**config.mk**
```make
export PLATFORM = sky130hd
export DESIGN_NAME = crc_sort_sched
export DESIGN_NICKNAME = d
export VERILOG_FILES = /design/src/rtl/crc_sort_pkg.sv /design/src/rtl/crc_sort_sched_rr_arbiter.sv /design/src/rtl/crc_sort_sched.sv
export SDC_FILE = /design/constraint.sdc
export NUM_CORES = 1
export LEC_CHECK = 0
export ABC_AREA = 1
export CELL_PAD_IN_SITES_DETAIL_PLACEMENT = 1
export CELL_PAD_IN_SITES_GLOBAL_PLACEMENT = 2
export CORE_AREA = 10 10 356 358
export DETAILED_ROUTE_END_ITERATION = 12
export DIE_AREA = 0 0 366 368
export GPL_TIMING_DRIVEN = 0
export PLACE_DENSITY_LB_ADDON = 0.25
export REMOVE_ABC_BUFFERS = 1
export SYNTH_ARGS = -nofsm -noshare
export SYNTH_HDL_FRONTEND = slang
export SYNTH_SLANG_ARGS = --single-unit
export TNS_END_PERCENT = 20
```
**constraint.sdc**
```tcl
create_clock -name clk -period 8.5 [get_ports clk]
set_input_delay 1.275 -clock clk [delete_from_list [all_inputs] [get_ports clk]]
set_output_delay 1.275 -clock clk [all_outputs]
set_load 0.005 [all_outputs]
```
**src/rtl/crc_sort_pkg.sv**
```systemverilog
// Shared constants and state encoding for the crc_sort scheduler slice.
package crc_sort_pkg;

  localparam logic [2:0] FN_CRC_GEN = 3'b011;
  localparam logic [2:0] FN_SORT    = 3'b100;
  localparam int         CRC_LAT    = 130;
  localparam int         SORT_LAT   = 18;

  typedef enum logic [1:0] {
    ST_IDLE  = 2'd0,
    ST_ISSUE = 2'd1,
    ST_WAIT  = 2'd2,
    ST_RESP  = 2'd3
  } sched_state_e;

  function automatic logic fn_is_legal(input logic [2:0] fn);
    return (fn == FN_CRC_GEN) || (fn == FN_SORT);
  endfunction

endpackage

```
**src/rtl/crc_sort_sched_rr_arbiter.sv**
```systemverilog
// Combinational round-robin arbiter: first request at or after ptr, searching cyclically.
module rr_arbiter #(
  parameter int NUM_REQ = 4,
  parameter int IDW     = 2
) (
  input  logic [NUM_REQ-1:0] req_i,
  input  logic [IDW-1:0]     ptr_i,
  output logic [NUM_REQ-1:0] grant_o,
  output logic [IDW-1:0]     grant_idx_o,
  output logic               any_o
);

  localparam int SW = IDW + 1;

  logic [SW-1:0]  sum;
  logic [IDW-1:0] idx;
  logic           found;

  always_comb begin
    grant_o     = '0;
    grant_idx_o = '0;
    sum         = '0;
    idx         = '0;
    found       = 1'b0;
    for (int k = 0; k < NUM_REQ; k++) begin
      // One extra bit holds ptr+k before the wrap back into 0..NUM_REQ-1.
      sum = {1'b0, ptr_i} + SW'(k);
      if (sum >= SW'(NUM_REQ)) begin
        sum = sum - SW'(NUM_REQ);
      end
      idx = sum[IDW-1:0];
      if (!found && req_i[idx]) begin
        found        = 1'b1;
        grant_o[idx] = 1'b1;
        grant_idx_o  = idx;
      end
    end
  end

  assign any_o = |req_i;

endmodule

```
**src/rtl/crc_sort_sched.sv**
```systemverilog
// Round-robin job scheduler in front of one shared crc_sort_core.
// Optional watchdog in WAIT is built when CRC_SORT_SCHED_TIMEOUT_EN is defined.
module crc_sort_sched
  import crc_sort_pkg::*;
#(
  parameter int NUM_REQ     = 4,
  parameter int IDW         = 2,
  parameter int TIMEOUT_CYC = 255
) (
  input  logic                   clk,
  input  logic                   rst_n,
  input  logic [NUM_REQ-1:0]     req_valid,
  output logic [NUM_REQ-1:0]     req_ready,
  input  logic [3*NUM_REQ-1:0]   req_fn_sel,
  input  logic [128*NUM_REQ-1:0] req_data,
  output logic                   rsp_valid,
  input  logic                   rsp_ready,
  output logic [IDW-1:0]         rsp_id,
  output logic [127:0]           rsp_data,
  output logic                   rsp_err,
  output logic                   busy,
  output logic                   core_start,
  output logic [2:0]             core_fn_sel,
  output logic [127:0]           core_data_in,
  input  logic [127:0]           core_data_out,
  input  logic                   core_done
);

  if (NUM_REQ < 2 || NUM_REQ > 8 || TIMEOUT_CYC <= 130 || TIMEOUT_CYC > 256) begin : g_bad_params
    $error("crc_sort_sched: NUM_REQ must be 2..8 and TIMEOUT_CYC 131..256");
  end

  logic [2:0]   fn_a   [NUM_REQ];
  logic [127:0] data_a [NUM_REQ];

  for (genvar gi = 0; gi < NUM_REQ; gi++) begin : g_unpack
    assign fn_a[gi]   = req_fn_sel[3*gi +: 3];
    assign data_a[gi] = req_data[128*gi +: 128];
  end

  sched_state_e   state_q;
  logic [IDW-1:0] rr_ptr_q, rr_ptr_d;
  logic [IDW-1:0] job_id_q;
  logic           core_start_q;
  logic [2:0]     core_fn_q;
  logic [127:0]   core_data_q;
  logic           rsp_valid_q;
  logic [IDW-1:0] rsp_id_q;
  logic [127:0]   rsp_data_q;
  logic           rsp_err_q;

`ifdef CRC_SORT_SCHED_TIMEOUT_EN
  localparam logic [7:0] WDOG_LAST = 8'(TIMEOUT_CYC - 1);
  logic [7:0] wdog_q;
`endif

  logic [NUM_REQ-1:0] grant;
  logic [IDW-1:0]     grant_idx;
  logic               any_req;
  logic [2:0]         grant_fn;
  logic [127:0]       grant_data;

  rr_arbiter #(
    .NUM_REQ (NUM_REQ),
    .IDW     (IDW)
  ) u_arb (
    .req_i       (req_valid),
    .ptr_i       (rr_ptr_q),
    .grant_o     (grant),
    .grant_idx_o (grant_idx),
    .any_o       (any_req)
  );

  assign grant_fn   = fn_a[grant_idx];
  assign grant_data = data_a[grant_idx];

  always_comb begin
    rr_ptr_d = grant_idx + 1'b1;
    if (grant_idx == IDW'(NUM_REQ - 1)) begin
      rr_ptr_d = '0;
    end
  end

  always_ff @(posedge clk or negedge rst_n) begin
    if (!rst_n) begin
      state_q      <= ST_IDLE;
      rr_ptr_q     <= '0;
      job_id_q     <= '0;
      core_start_q <= 1'b0;
      core_fn_q    <= '0;
      core_data_q  <= '0;
      rsp_valid_q  <= 1'b0;
      rsp_id_q     <= '0;
      rsp_data_q   <= '0;
      rsp_err_q    <= 1'b0;
`ifdef CRC_SORT_SCHED_TIMEOUT_EN
      wdog_q       <= '0;
`endif
    end else begin
      case (state_q)
        ST_IDLE: begin
          if (any_req) begin
            rr_ptr_q <= rr_ptr_d;
            job_id_q <= grant_idx;
            // Core-facing fields only move for legal jobs, keeping the core's done mux steady.
            if (fn_is_legal(grant_fn)) begin
              core_fn_q    <= grant_fn;
              core_data_q  <= grant_data;
              core_start_q <= 1'b1;
              state_q      <= ST_ISSUE;
            end else begin
              rsp_id_q    <= grant_idx;
              rsp_data_q  <= '0;
              rsp_err_q   <= 1'b1;
              rsp_valid_q <= 1'b1;
              state_q     <= ST_RESP;
            end
          end
        end
        ST_ISSUE: begin
          core_start_q <= 1'b0;
          state_q      <= ST_WAIT;
`ifdef CRC_SORT_SCHED_TIMEOUT_EN
          wdog_q       <= '0;
`endif
        end
        ST_WAIT: begin
          if (core_done) begin
            rsp_id_q    <= job_id_q;
            rsp_data_q  <= core_data_out;
            rsp_err_q   <= 1'b0;
            rsp_valid_q <= 1'b1;
            state_q     <= ST_RESP;
          end
`ifdef CRC_SORT_SCHED_TIMEOUT_EN
          else if (wdog_q == WDOG_LAST) begin
            rsp_id_q    <= job_id_q;
            rsp_data_q  <= '0;
            rsp_err_q   <= 1'b1;
            rsp_valid_q <= 1'b1;
            state_q     <= ST_RESP;
          end else begin
            wdog_q <= wdog_q + 8'd1;
          end
`endif
        end
        ST_RESP: begin
          if (rsp_ready) begin
            rsp_valid_q <= 1'b0;
            state_q     <= ST_IDLE;
          end
        end
        default: state_q <= ST_IDLE;
      endcase
    end
  end

  assign req_ready    = (state_q == ST_IDLE) ? grant : '0;
  assign busy         = (state_q != ST_IDLE);
  assign core_start   = core_start_q;
  assign core_fn_sel  = core_fn_q;
  assign core_data_in = core_data_q;
  assign rsp_valid    = rsp_valid_q;
  assign rsp_id       = rsp_id_q;
  assign rsp_data     = rsp_data_q;
  assign rsp_err      = rsp_err_q;

endmodule

```
== Word level (Yosys, flattened, before mapping) ==
Index checks and enable logic that the tools add are counted.

* $add $sub $neg: 8
* Magnitude comparators: 13
* Equality and inequality tests: 11
* Multiplexer cells: 62
* Bitwise operators: 4
* Reduce and logical (&&, ||, !) cells: 23

{| class="wikitable"
|+ Operators by type and width
! kind !! count
|-
| $mux 128 || 5
|-
| $bmux 128 s2 || 1
|-
| $pmux 128 s2 || 1
|-
| $mux 2 || 16
|-
| $mux 4 || 5
|-
| $mux 1 || 18
|-
| $ge 3x3->1 const B || 4
|-
| $lt 2x3->1 const B || 4
|-
| $or 4x4->4 || 3
|-
| $ne 2x2->1 const B || 5
|-
| $reduce_and 3->1 || 3
|-
| $bmux 1 s2 || 4
|-
| $demux 1 s2 || 4
|-
| $ge 2x1->1 const B || 4
|-
| $pmux 2 s4 || 1
|-
| $sub 2x1->2 const B || 4
|-
| $logic_and 1x1->1 || 7
|-
| $add 2x2->3 const B || 2
|-
| $bmux 3 s2 || 1
|-
| $eq 2x2->1 const B || 3
|-
| $mux 3 || 2
|-
| $reduce_bool 2->1 || 3
|-
| $reduce_and 5->1 || 1
|-
| $pmux 1 s2 || 2
|-
| other kinds (16) || 18
|}

* Register bits after elaboration: 270
* Output and inout bits: 269
* Word-level logic and storage cells: 131

== Logic depth before layout (Yosys ltp) ==
Gate-level depths: netlist of run 1.

* Depth in word-level cells: 23
* Mapped depth: 23
* Gate-level depth less buffers: 21

== By module ==
Synthesis of run 1 repeated with hierarchy kept, for this count alone.

* Cell total of the unflattened synthesis: 2,027
* Area, all modules: 14,624.0 sq um

{| class="wikitable"
|+ Modules (own cells, without submodules)
! module !! instances !! cells each !! area an instance (sq um) !! sequential area each (sq um)
|-
| crc_sort_sched || 1 || 1,944 || 14,089.8 || 6,756.5
|-
| rr_arbiter || 1 || 83 || 534.3 || 0.0
|}

== Least setup slack after synthesis of run 1 ==
Ideal clock, no wire load.

* Kind: input port to output port
* From: in req_valid[3]
* To: out req_ready[0]
* Arrival time: 2.170 ns
* Required time: 7.225 ns
* Path slack: 5.055 ns
* Stages on the path: 11
* Buffers on the path: 0
* Cells stage by stage: inv_1 nand2_1 nand3_1 nand2_4 nor2_8 nand2_2 inv_1 nand3_1 nand4_1 nand2_1 inv_1

* Cells in the longest elaborated chain, start to end: 13

{| class="wikitable"
|+ RTL lines
! item !! line !! text
|-
| start, declared || crc_sort_sched.sv:12 || <nowiki>input logic [NUM_REQ-1:0] req_valid,</nowiki>
|-
| $bmux 1 s2 || crc_sort_sched_rr_arbiter.sv:32 || <nowiki>if (!found && req_i[idx]) begin</nowiki>
|-
| $mux 1 (not written as such) || crc_sort_sched_rr_arbiter.sv:32 ||
|-
| $mux 1 || crc_sort_sched_rr_arbiter.sv:32 ||
|-
| $logic_not 1->1 || crc_sort_sched_rr_arbiter.sv:32 ||
|-
| $logic_and 1x1->1 || crc_sort_sched_rr_arbiter.sv:32 ||
|-
| $mux 1 || crc_sort_sched_rr_arbiter.sv:32 ||
|-
| $logic_not 1->1 || crc_sort_sched_rr_arbiter.sv:32 ||
|-
| $logic_and 1x1->1 || crc_sort_sched_rr_arbiter.sv:32 ||
|-
| $mux 1 || crc_sort_sched_rr_arbiter.sv:32 ||
|-
| $logic_not 1->1 || crc_sort_sched_rr_arbiter.sv:32 ||
|-
| $logic_and 1x1->1 || crc_sort_sched_rr_arbiter.sv:32 ||
|-
| $mux 4 * || crc_sort_sched_rr_arbiter.sv:32 ||
|-
| $mux 4 * || crc_sort_sched.sv:158 || <nowiki>assign req_ready = (state_q == ST_IDLE) ? grant : '0;</nowiki>
|-
| end, declared || crc_sort_sched.sv:13 || <nowiki>output logic [NUM_REQ-1:0] req_ready,</nowiki>
|}

Every way passes the cells marked *; elsewhere a longest branch is shown, timed or not. The select of a mux whose other input is x is not followed.

== Worst setup path after layout of run 1 ==
* From: in req_valid[3]
* To: reg core_data_q[0] (netlist: core_data_in[0])

* Cells in the longest elaborated chain, start to end: 19

{| class="wikitable"
|+ RTL lines
! item !! line !! text
|-
| $bmux 1 s2 || crc_sort_sched_rr_arbiter.sv:32 ||
|-
| $mux 1 (not written as such) || crc_sort_sched_rr_arbiter.sv:32 ||
|-
| $mux 1 || crc_sort_sched_rr_arbiter.sv:32 ||
|-
| $logic_not 1->1 || crc_sort_sched_rr_arbiter.sv:32 ||
|-
| $logic_and 1x1->1 || crc_sort_sched_rr_arbiter.sv:32 ||
|-
| $mux 1 || crc_sort_sched_rr_arbiter.sv:32 ||
|-
| $logic_not 1->1 || crc_sort_sched_rr_arbiter.sv:32 ||
|-
| $logic_and 1x1->1 || crc_sort_sched_rr_arbiter.sv:32 ||
|-
| (+2 left out) || - ||
|-
| $logic_and 1x1->1 || crc_sort_sched_rr_arbiter.sv:32 ||
|-
| $mux 2 || crc_sort_sched_rr_arbiter.sv:32 ||
|-
| $not 2->3 (not written as such) || crc_sort_sched.sv:74, crc_sort_sched.sv:75 ||
|-
| $bmux 3 s2 || crc_sort_sched.sv:74 || <nowiki>assign grant_fn = fn_a[grant_idx];</nowiki>
|-
| $mux 3 (not written as such) (2 in a row) || crc_sort_sched.sv:74 ||
|-
| $eq 3x2->1 or $eq 3x3->1 (tied branches) || crc_sort_pkg.sv:17 || <nowiki>return (fn == FN_CRC_GEN) || (fn == FN_SORT);</nowiki>
|-
| $logic_or 1x1->1 || crc_sort_pkg.sv:17 ||
|-
| $reduce_and 3->1 (no line) || - ||
|-
| end signal, assigned || crc_sort_sched.sv:108 || <nowiki>core_data_q <= grant_data;</nowiki>
|-
| end, declared || crc_sort_sched.sv:46 || <nowiki>logic [127:0] core_data_q;</nowiki>
|}

Parallel ways exist; a longest one is shown, timed or not. The select of a mux whose other input is x is not followed.
A chain may end at the register's enable or synchronous reset.

==> flow_summary.yaml, run 1 <==
synthesis:
  syn_avg_cell_area_um2: 7.303
  synth_edf_count: 0
  async_reset_ff_share_pct: 100.0
  syn_area_mm2: 0.01480
  synth_ff_type: "dfrtp_1"
  synth_cell_types: 32
  synth_warnings: 0
  synth_largest_area_cell: "dfrtp_1"
  syn-instance-count: 2026
  yosysSeqAreaShare_pct: 45.66
  ys_top_cells_by_count: "nand2_1, o21ai_0, dfrtp_1"
  synth_most_common_cell: "nand2_1"
  synth_top_area_share_pct: 45.66
  synth_area_leaders: "dfrtp_1, nand2_1, o21ai_0"
  ys_seq_elements: 270
floorplanning:
  core_mm2: 0.1193
  die_area_mm2: 0.1347
  ios: 929
  die_h_um: 368
  row_count: 127
  initial_core_util_pct: 12.40
  die_w_um: 366
global_routing:
  grt_max_degree: 143
  grt_pass1_vias: 18610
  grt_pass1_wl_mm: 141.6
  grt.overflow.total: 0
  grt_usage_pct: 14.15
  antenna_found_initial: 17
critical_path:
  crit_type: "in -> reg"
  cpMostUsedCell: "nand2_1"
  timing.rr.start: "rr_ptr_q[0]$_DFFE_PN0P_"
  start_kind: "input pin"
  max_stage_delay_ns: 0.58
  end_kind: "flip-flop"
  crit_buf_inv: 6
  cpLargestDelayFamily: "simple AND/OR/NAND/NOR gates"
  required_ns: 9.01
  arrival_ns: 6.23
  slowest_stage: "nand3_4"
  cp_max_fo: 82
  startpoint: "req_valid[3]"
  path_cells: "clkdlybuf4s50_1, inv_1, nand2_1, nand3_1, nand2_4, nor2_8, nand4_1, nand2_8, inv_6, nand3_1, nand2_1, nand2_1, nand2_4, nand3_4, buf_16, inv_6, buf_16, nand2_1, nand2_1"
clocking:
  cts_tree: "yes"
  htreeDepth: 2
  ctsResizeCount: 0
  cts_root_buf: "clkbuf_16"
  cts_buffers: 41
  hold_buffers: 0
  clk_pin_slew_ns: 0.06
  cts.sink_count: 270
  clk_latency_ns: 0.59
  cts_buffer_depth: 3
  post_cts_buffers: 0
cells_and_area:
  final_util_pct: 22.73
  areaGrowthSynthToFinish_pct: 83.32
  final_net_count: 3524
  nFillCells: 14180
  drive_gt1_share_pct: 3.954
power:
  powerDensity_mw_per_mm2: 438.8
  power_leakage_nw: 11.10
  irDropWorstVdd_mv: 0.2985
placed_design:
  place.gp.congestion: 0.8018
  dp_hpwl_mm: 75.71
  io_buffers: 928
detailed_routing:
  drt-initial-drc-count: 764
  vias: 17230
  wl_mm: 99.84
  wl_per_cell_um: 22.16
  drt_drc_violations_left: 0
  ant_nets: 0
  viasPerCell: 3.824
  drt-pass1-iter-count: 5
sta:
  hold_violations: 0
  fin_crit_ns: 5.722
  setup_viol: 0
  fin_crit_sh_pct: 67.32
  timing.final.max_slew_violations: 0
  rsz0062_at_grt: "false"
  worst_hold_slack_ns: 0.4734
  worst_slew_pin_slew_ns: 0.8888
  fmax_mhz: 174.8
  slew_headroom_pct: 40.74
  finClkSkew_ns: 0.02987
job:
  drv_cap: 0
run_status:
  status: "complete, no violations"
min_path:
  hold_start: "core_data_in[56]$_DFFE_PN0P_"
  hp-class: "reg -> reg"
## routing by layer
| metal | wire, µm | part of all wire (%) | track usage [%] | up-vias |
|---|---|---|---|---|
| met5 | 76 | 0.076 | 0 | - |
| met4 | 1595 | 1.6 | 3.057 | 14 |
| met3 | 6831 | 6.8 | 4.597 | 67 |
| met2 | 53180 | 53 | 26.61 | 453 |
| met1 | 38160 | 38 | 15.24 | 8346 |
| li1 | - | - | - | 8348 |
## area by class of cell
type	count	area, µm²	share of cell area (%)
Tap cell	1612	2017	7.435
Sequential cell	270	6756	24.91
Clock inverter	13	198.9	0.7334
Clock buffer	62	1266	4.668
Timing Repair Buffer	940	9624	35.48
Inverter	33	146.4	0.5397
Antenna cell	10	25.02	0.09225
Multi-Input combinational cell	1565	7092	26.14
## through the flow
step / cells / cell area, µm² / setup slack, ns / setup TNS (ns) / power (mW)
floorplan: 1868 / 13930 / 1.446 / 0 / 6.337
global placement: 4408 / 25240 / -8.688 / -3535.97 / 10.12
detailed placement: 4420 / 25640 / 1.825 / 0 / 10.34
CTS: 4495 / 27100 / 2.463 / 0 / 12.33
global route: 4501 / 27120 / 2.235 / 0 / 13.10
finish: 4505 / 27130 / 2.778 / 0 / 11.90
## state kept, by name, indices dropped and copies added, names as in the netlist
register / cells
core_fn_sel: 3
rr_ptr_q: 2
core_data_in: 128
core_start: 1
rsp_data: 128
state_q: 2
job_id_q: 2
rsp_err: 1
rsp_id: 2
rsp_valid: 1
## cells by family (layout without fill, tap and decap cells)
group                    after synthesis  after routing  synth area share [%]
buffers and inverters                191           1048                 6.705
AO/OA/AOI/OAI                        534            534                 19.39
other                                  0             10                     0
AND/OR/NAND/NOR                     1018           1018                 27.14
flip-flops                           270            270                 45.66
adder cells (fa/ha/maj)               13             13                 1.099
## final timing paths
check | depth (start not counted) | slack [ns] | endpoint
max | 19 | 2.78 | core_data_in[0]$_DFFE_PN0P_
min | 2 | 0.47 | core_data_in[56]$_DFFE_PN0P_
max reg2reg | 19 | 2.87 | core_data_in[0]$_DFFE_PN0P_
min reg2reg | 2 | 0.47 | core_data_in[56]$_DFFE_PN0P_
max in group asynchronous | 2 | 6.63 | core_data_in[33]$_DFFE_PN0P_
min in group asynchronous | 1 | 0.76 | rsp_data[20]$_DFFE_PN0P_
## where the power goes
part / total (mW) / internal, mW / switching (mW)
sequential: 2.06 / 1.79 / 0.264
combinational: 7.98 / 2.74 / 5.24
clock: 1.87 / 1.15 / 0.715
total: 11.9 / 5.69 / 6.22
## worst register-to-register path, delay by kind of cell (launching register included)
family | cells | cell delay [ns]
flip-flops | 1 | 0.66
buffers and inverters | 7 | 1.90
adder cells (fa/ha/maj) | 1 | 0.41
AND/OR/NAND/NOR | 11 | 2.58
## layout by cell type (no fill, tap or decap), drive strengths merged
cell	count
clkdlybuf4s50	927
nand2	715
o21ai	395
dfrtp	270
nor2	262
o22ai	129
clkbuf	62
inv	34
nand3	32
ha	13
buf	13
diode	10
clkinv	8
a21oi	5
nand4	5
bufinv	4
a22oi	3
nand3b	3
o221ai	1
a31oi	1
nor4	1
Power figures use the tool's default switching activity.
==> run 2, diff against run 1 <==
--- a/config.mk
+++ b/config.mk
@@ -8,9 +8,9 @@
 export ABC_AREA = 1
 export CELL_PAD_IN_SITES_DETAIL_PLACEMENT = 1
 export CELL_PAD_IN_SITES_GLOBAL_PLACEMENT = 2
-export CORE_AREA = 10 10 356 358
+export CORE_AREA = 10 10 355 357
 export DETAILED_ROUTE_END_ITERATION = 12
-export DIE_AREA = 0 0 366 368
+export DIE_AREA = 0 0 365 367
 export GPL_TIMING_DRIVEN = 0
 export PLACE_DENSITY_LB_ADDON = 0.25
 export REMOVE_ABC_BUFFERS = 1
==> constraint.sdc (replaced) <==
create_clock -name clk -period 5.65 [get_ports clk]
set_input_delay 0.8475 -clock clk [delete_from_list [all_inputs] [get_ports clk]]
set_output_delay 0.8475 -clock clk [all_outputs]
set_load 0.005 [all_outputs]
==> run 2 against run 1 <==
Compared with the run above: clock power grew 36%; core utilization shrank 0.12 points; combinational power grew 52%; critical path depth grew 2; largest cell class unchanged; largest power group unchanged; highest routed layer unchanged.
==> flow_summary.yaml, run 2 (synthesis results as in run 1) <==
detailed_routing:
  drt-pass1-iter-count: 4
  vias: 17250
  drt-initial-drc-count: 817
  wl_per_cell_um: 22.83
  wl_mm: 101.1
  ant_nets: 0
  drt_drc_violations_left: 0
  viasPerCell: 3.896
sta:
  hold_violations: 0
  rsz0062_at_grt: "false"
  finClkSkew_ns: 0.01856
  fmax_mhz: 197.5
  final.setup.tns_ns: 0
  fin_crit_sh_pct: 89.61
  fin_crit_ns: 5.063
  setup_viol: 0
  worst_slew_pin_slew_ns: 0.8223
  slew_headroom_pct: 45.18
  timing.final.max_slew_violations: 0
  worst_hold_slack_ns: 0.09852
clocking:
  cts_buffer_depth: 3
  cts_buffers: 40
  clk_pin_slew_ns: 0.06
  cts_root_buf: "clkbuf_16"
  cts.sink_count: 270
  hold_buffers: 0
  clk_latency_ns: 0.60
  cts_tree: "yes"
  htreeDepth: 2
global_routing:
  antenna_found_initial: 12
  grt_usage_pct: 14.39
  grt_pass1_wl_mm: 141.8
  grt-busiest-layer: "met2"
  use_met2_pct: 27.07
  grtUsageMet3_pct: 4.185
  grt_max_degree: 149
  grt.overflow.total: 0
  met1_usage_pct: 15.77
  grt_pass1_vias: 18510
critical_path:
  max_stage_delay_ns: 0.65
  start_kind: "flip-flop"
  rrSetupSlack_ns: 0.59
  crit_buf_inv: 7
  path_cells: "inv_6, ha_1, inv_1, nand3_2, nand2_2, inv_2, nor2_8, nand4_4, nand2_8, buf_16, nand2_1, nand3_1, nand2_1, nand2_1, nand2_4, nand3_4, buf_16, clkinv_8, buf_16, nand2_1, nand2_1"
  required_ns: 6.14
  cpLargestDelayFamily: "simple AND/OR/NAND/NOR gates"
  cpMostUsedCell: "nand2_1"
  end_kind: "flip-flop"
  crit_type: "reg -> reg"
  cp_max_fo: 106
  slowest_stage: "dfrtp_1"
  arrival_ns: 5.55
cells_and_area:
  design_area_mm2: 0.02691
  final_cell_mix: "clkdlybuf4s50_1, nand2_1, o21ai_0, dfrtp_1, nor2_1"
  drive_gt1_share_pct: 3.648
  final_net_count: 3525
  areaGrowthSynthToFinish_pct: 81.86
  final_common_cell: "clkdlybuf4s50_1"
floorplanning:
  ios: 929
  initial_core_util_pct: 12.43
  die_h_um: 367
  row_count: 127
  die_w_um: 365
  core_mm2: 0.1190
  die_area_mm2: 0.1340
power:
  power_leakage_nw: 11.03
  p_total_mw: 17.75
  powerDensity_mw_per_mm2: 659.4
  irDropWorstVdd_mv: 0.6915
min_path:
  hp-class: "in -> async"
placed_design:
  dp_hpwl_mm: 77.09
  post_dp_cell_area_mm2: 0.02561
  io_buffers: 928
  place.gp.congestion: 0.8036
run_status:
  status: "complete, no violations"
job:
  drv_cap: 0
[run 2: cell count changes in the layout (fill, tap and decap cells not counted), sizes merged]
| cell | delta |
|---|---|
| diode | -8 |
| clkinv | -5 |
| bufinv | -4 |
| buf | +2 |
| clkbuf | +1 |
| clkinvlp | +1 |
[run 2: what timing repair did]
action	CTS	global route
hold endpoints to repair	0	0
setup endpoints to repair	0	69
setup buffers	0	0
gates resized for setup	0	2
[run 2: path summary, 6_finish.rpt]
path | start | to | depth (start not counted)
min in group clk | core_data_in[72]$_DFFE_PN0P_ | core_data_in[72]$_DFFE_PN0P_ | 2
worst max-delay path | rr_ptr_q[0]$_DFFE_PN0P_ | core_data_in[81]$_DFFE_PN0P_ | 21
max in group asynchronous | rst_n | core_data_in[63]$_DFFE_PN0P_ | 3
worst min register to register | core_data_in[72]$_DFFE_PN0P_ | core_data_in[72]$_DFFE_PN0P_ | 2
worst min-delay path | rst_n | rsp_data[5]$_DFFE_PN0P_ | 1
worst max register to register | rr_ptr_q[0]$_DFFE_PN0P_ | core_data_in[81]$_DFFE_PN0P_ | 21
[run 2: final cells by class]
cell class,instances,area (µm²)
fill,14070,92110
antenna,2,5.005
sequential,270,6756
multi-input combinational,1565,7092
clock buffer,63,1229
inverter,33,153.9
tap,1548,1937
clock inverter,5,57.56
timing repair buffer,942,9679
[run 2: layer usage]
metal  part of all wire, %  up-vias
li1                      -     8336
met1                    39     8346
met2                    53      477
met3                   6.9       82
met4                   1.7       10
met5                 0.064        -
[run 2: per-stage QoR]
stage	utilization (%)	cells	setup WS, ns
finish	22.61	4428	0.5871
global route	22.61	4426	0.03598
CTS	22.60	4426	0.03180
detailed placement	21.52	4358	-0.1492
global placement	21.14	4344	-10.96
floorplan	-	1868	-1.118
[run 2: power breakdown]
group | internal (mW) | switching, mW
clock | 1.49 | 1.06
combinational | 4.17 | 7.95
sequential | 2.70 | 0.387
total | 8.36 | 9.39
==> run 3, diff against run 2 <==
--- a/config.mk
+++ b/config.mk
@@ -9,11 +9,13 @@
 export CELL_PAD_IN_SITES_DETAIL_PLACEMENT = 1
 export CELL_PAD_IN_SITES_GLOBAL_PLACEMENT = 2
 export CORE_AREA = 10 10 355 357
+export CTS_BUF_LIST = sky130_fd_sc_hd__clkbuf_4 sky130_fd_sc_hd__clkbuf_8
 export DETAILED_ROUTE_END_ITERATION = 12
 export DIE_AREA = 0 0 365 367
 export GPL_TIMING_DRIVEN = 0
 export PLACE_DENSITY_LB_ADDON = 0.25
 export REMOVE_ABC_BUFFERS = 1
+export SKIP_CTS_REPAIR_TIMING = 1
 export SYNTH_ARGS = -nofsm -noshare
 export SYNTH_HDL_FRONTEND = slang
 export SYNTH_SLANG_ARGS = --single-unit
==> run 3 against run 2 <==
Compared with the run above: via count rose by 0.94%; register-to-register slack improved by 0.02 ns; non-clock buffer count rose by 1; wire length rose by 0.39%; design area rose by 0.32%; cell count rose by 1.0%; combinational power barely moved; clock skew rose by 0.0095 ns; highest routed layer unchanged.
==> flow_summary.yaml, run 3 (synthesis results as in run 1) <==
clocking:
  clk_pin_slew_ns: 0.05
  cts_buffer_depth: 3
  cts.sink_count: 270
  cts_root_buf: "clkbuf_8"
  cts_tree: "yes"
  cts_buffers: 66
  htreeDepth: 3
  clk_latency_ns: 0.67
detailed_routing:
  wl_per_cell_um: 22.69
  viasPerCell: 3.893
  drt_drc_violations_left: 0
  wl_mm: 101.5
  drt-initial-drc-count: 879
  drt-pass1-iter-count: 5
  ant_nets: 0
  vias: 17410
job:
  drv_cap: 0
global_routing:
  grt_pass1_vias: 18720
  grt.overflow.total: 0
  antenna_found_initial: 12
  grt_max_degree: 149
  grt_pass1_wl_mm: 142.3
  grt_usage_pct: 14.49
floorplanning:
  die_w_um: 365
  die_h_um: 367
  die_area_mm2: 0.1340
  core_mm2: 0.1190
  initial_core_util_pct: 12.43
  ios: 929
  row_count: 127
cells_and_area:
  areaGrowthSynthToFinish_pct: 82.44
  final_cell_mix: "clkdlybuf4s50_1, nand2_1, o21ai_0, dfrtp_1, nor2_1"
  drive_gt1_share_pct: 5.407
  final_net_count: 3552
  final_common_cell: "clkdlybuf4s50_1"
  nFillCells: 14130
  final_util_pct: 22.68
placed_design:
  io_buffers: 928
  place.gp.congestion: 0.8036
  dp_hpwl_mm: 77.09
  dp_slack_ns: -0.1492
critical_path:
  crit_buf_inv: 7
  cp_max_fo: 106
  max_stage_delay_ns: 0.64
  path_cells: "inv_6, ha_1, inv_1, nand3_2, nand2_2, inv_2, nor2_8, nand4_4, nand2_8, buf_16, nand2_1, nand3_1, nand2_1, nand2_1, nand2_4, nand3_4, buf_16, clkinv_8, buf_16, nand2_1, nand2_1"
  crit_type: "reg -> reg"
  end_kind: "flip-flop"
  slowest_stage: "dfrtp_1"
  cpLargestDelayFamily: "simple AND/OR/NAND/NOR gates"
  start_kind: "flip-flop"
  required_ns: 6.19
  arrival_ns: 5.58
  cpMostUsedCell: "nand2_1"
sta:
  rsz0062_at_grt: "false"
  fmax_mhz: 198.2
  timing.final.max_slew_violations: 0
  fin_crit_sh_pct: 89.29
  worst_hold_slack_ns: 0.4724
  finClkSkew_ns: 0.02805
  setup_ws_ns: 0.6054
  slew_headroom_pct: 45.18
  worst_slew_pin_slew_ns: 0.8224
  hold_violations: 0
  fin_crit_ns: 5.045
  setup_viol: 0
power:
  p_total_mw: 17.72
  irDropWorstVdd_mv: 0.6848
  powerDensity_mw_per_mm2: 656.4
  power_leakage_nw: 11.12
min_path:
  hp-class: "reg -> reg"
run_status:
  status: "complete, no violations"
## run 3: final timing paths
| check | startpoint | cells past startpoint | to | slack, ns |
|---|---|---|---|---|
| worst max register to register | rr_ptr_q[0]$_DFFE_PN0P_ | 21 | core_data_in[81]$_DFFE_PN0P_ | 0.61 |
| worst max-delay path | rr_ptr_q[0]$_DFFE_PN0P_ | 21 | core_data_in[81]$_DFFE_PN0P_ | 0.61 |
| worst min-delay path | core_data_in[72]$_DFFE_PN0P_ | 2 | core_data_in[72]$_DFFE_PN0P_ | 0.47 |
| min in group asynchronous | rst_n | 2 | rsp_data[5]$_DFFE_PN0P_ | 0.62 |
| worst min register to register | core_data_in[72]$_DFFE_PN0P_ | 2 | core_data_in[72]$_DFFE_PN0P_ | 0.47 |
| max in group asynchronous | rst_n | 4 | core_data_in[107]$_DFFE_PN0P_ | 3.70 |
## run 3: area by class of cell
cell class,instances,area [µm²],share of cell area (%)
antenna,3,7.507,0.02781
clock buffer,100,1257,4.658
clock inverter,11,101.3,0.3754
inverter,33,153.9,0.5701
multi-input combinational,1565,7092,26.27
sequential,270,6756,25.03
tap,1548,1937,7.175
timing repair buffer,943,9689,35.89
## run 3: power breakdown
part           leakage, nW  internal, mW  switching [mW]  total (mW)
Clock                0.720          1.46            1.08        2.54
Combinational         6.90          4.17            7.93        12.1
Sequential            3.50          2.70           0.386        3.09
Total                 11.1          8.33            9.39        17.7
## run 3: metal layers
layer	share of wire [%]	track usage, %	wire, µm	vias up
met5	0.064	0	65	-
li1	-	-	-	8396
met1	38	15.64	38700	8416
met3	7.2	4.346	7311	86
met4	1.8	3.685	1813	10
met2	53	27.10	53590	505
## run 3: per-stage QoR
stage / TNS, ns / instances / area, µm²
2_1_floorplan: -147.96 / 1868 / 13930
3_3_place_gp: -4796.86 / 4344 / 25160
3_5_place_dp: -0.3384 / 4358 / 25610
4_1_cts: 0 / 4469 / 26970
5_1_grt: 0 / 4471 / 26990
6_report: 0 / 4473 / 26990
## run 3: worst min-delay path, stage by stage (launching register included)
cell and delay [ns]:
dfrtp_1 0.34, nand2_1 0.05, nand2_1 0.05
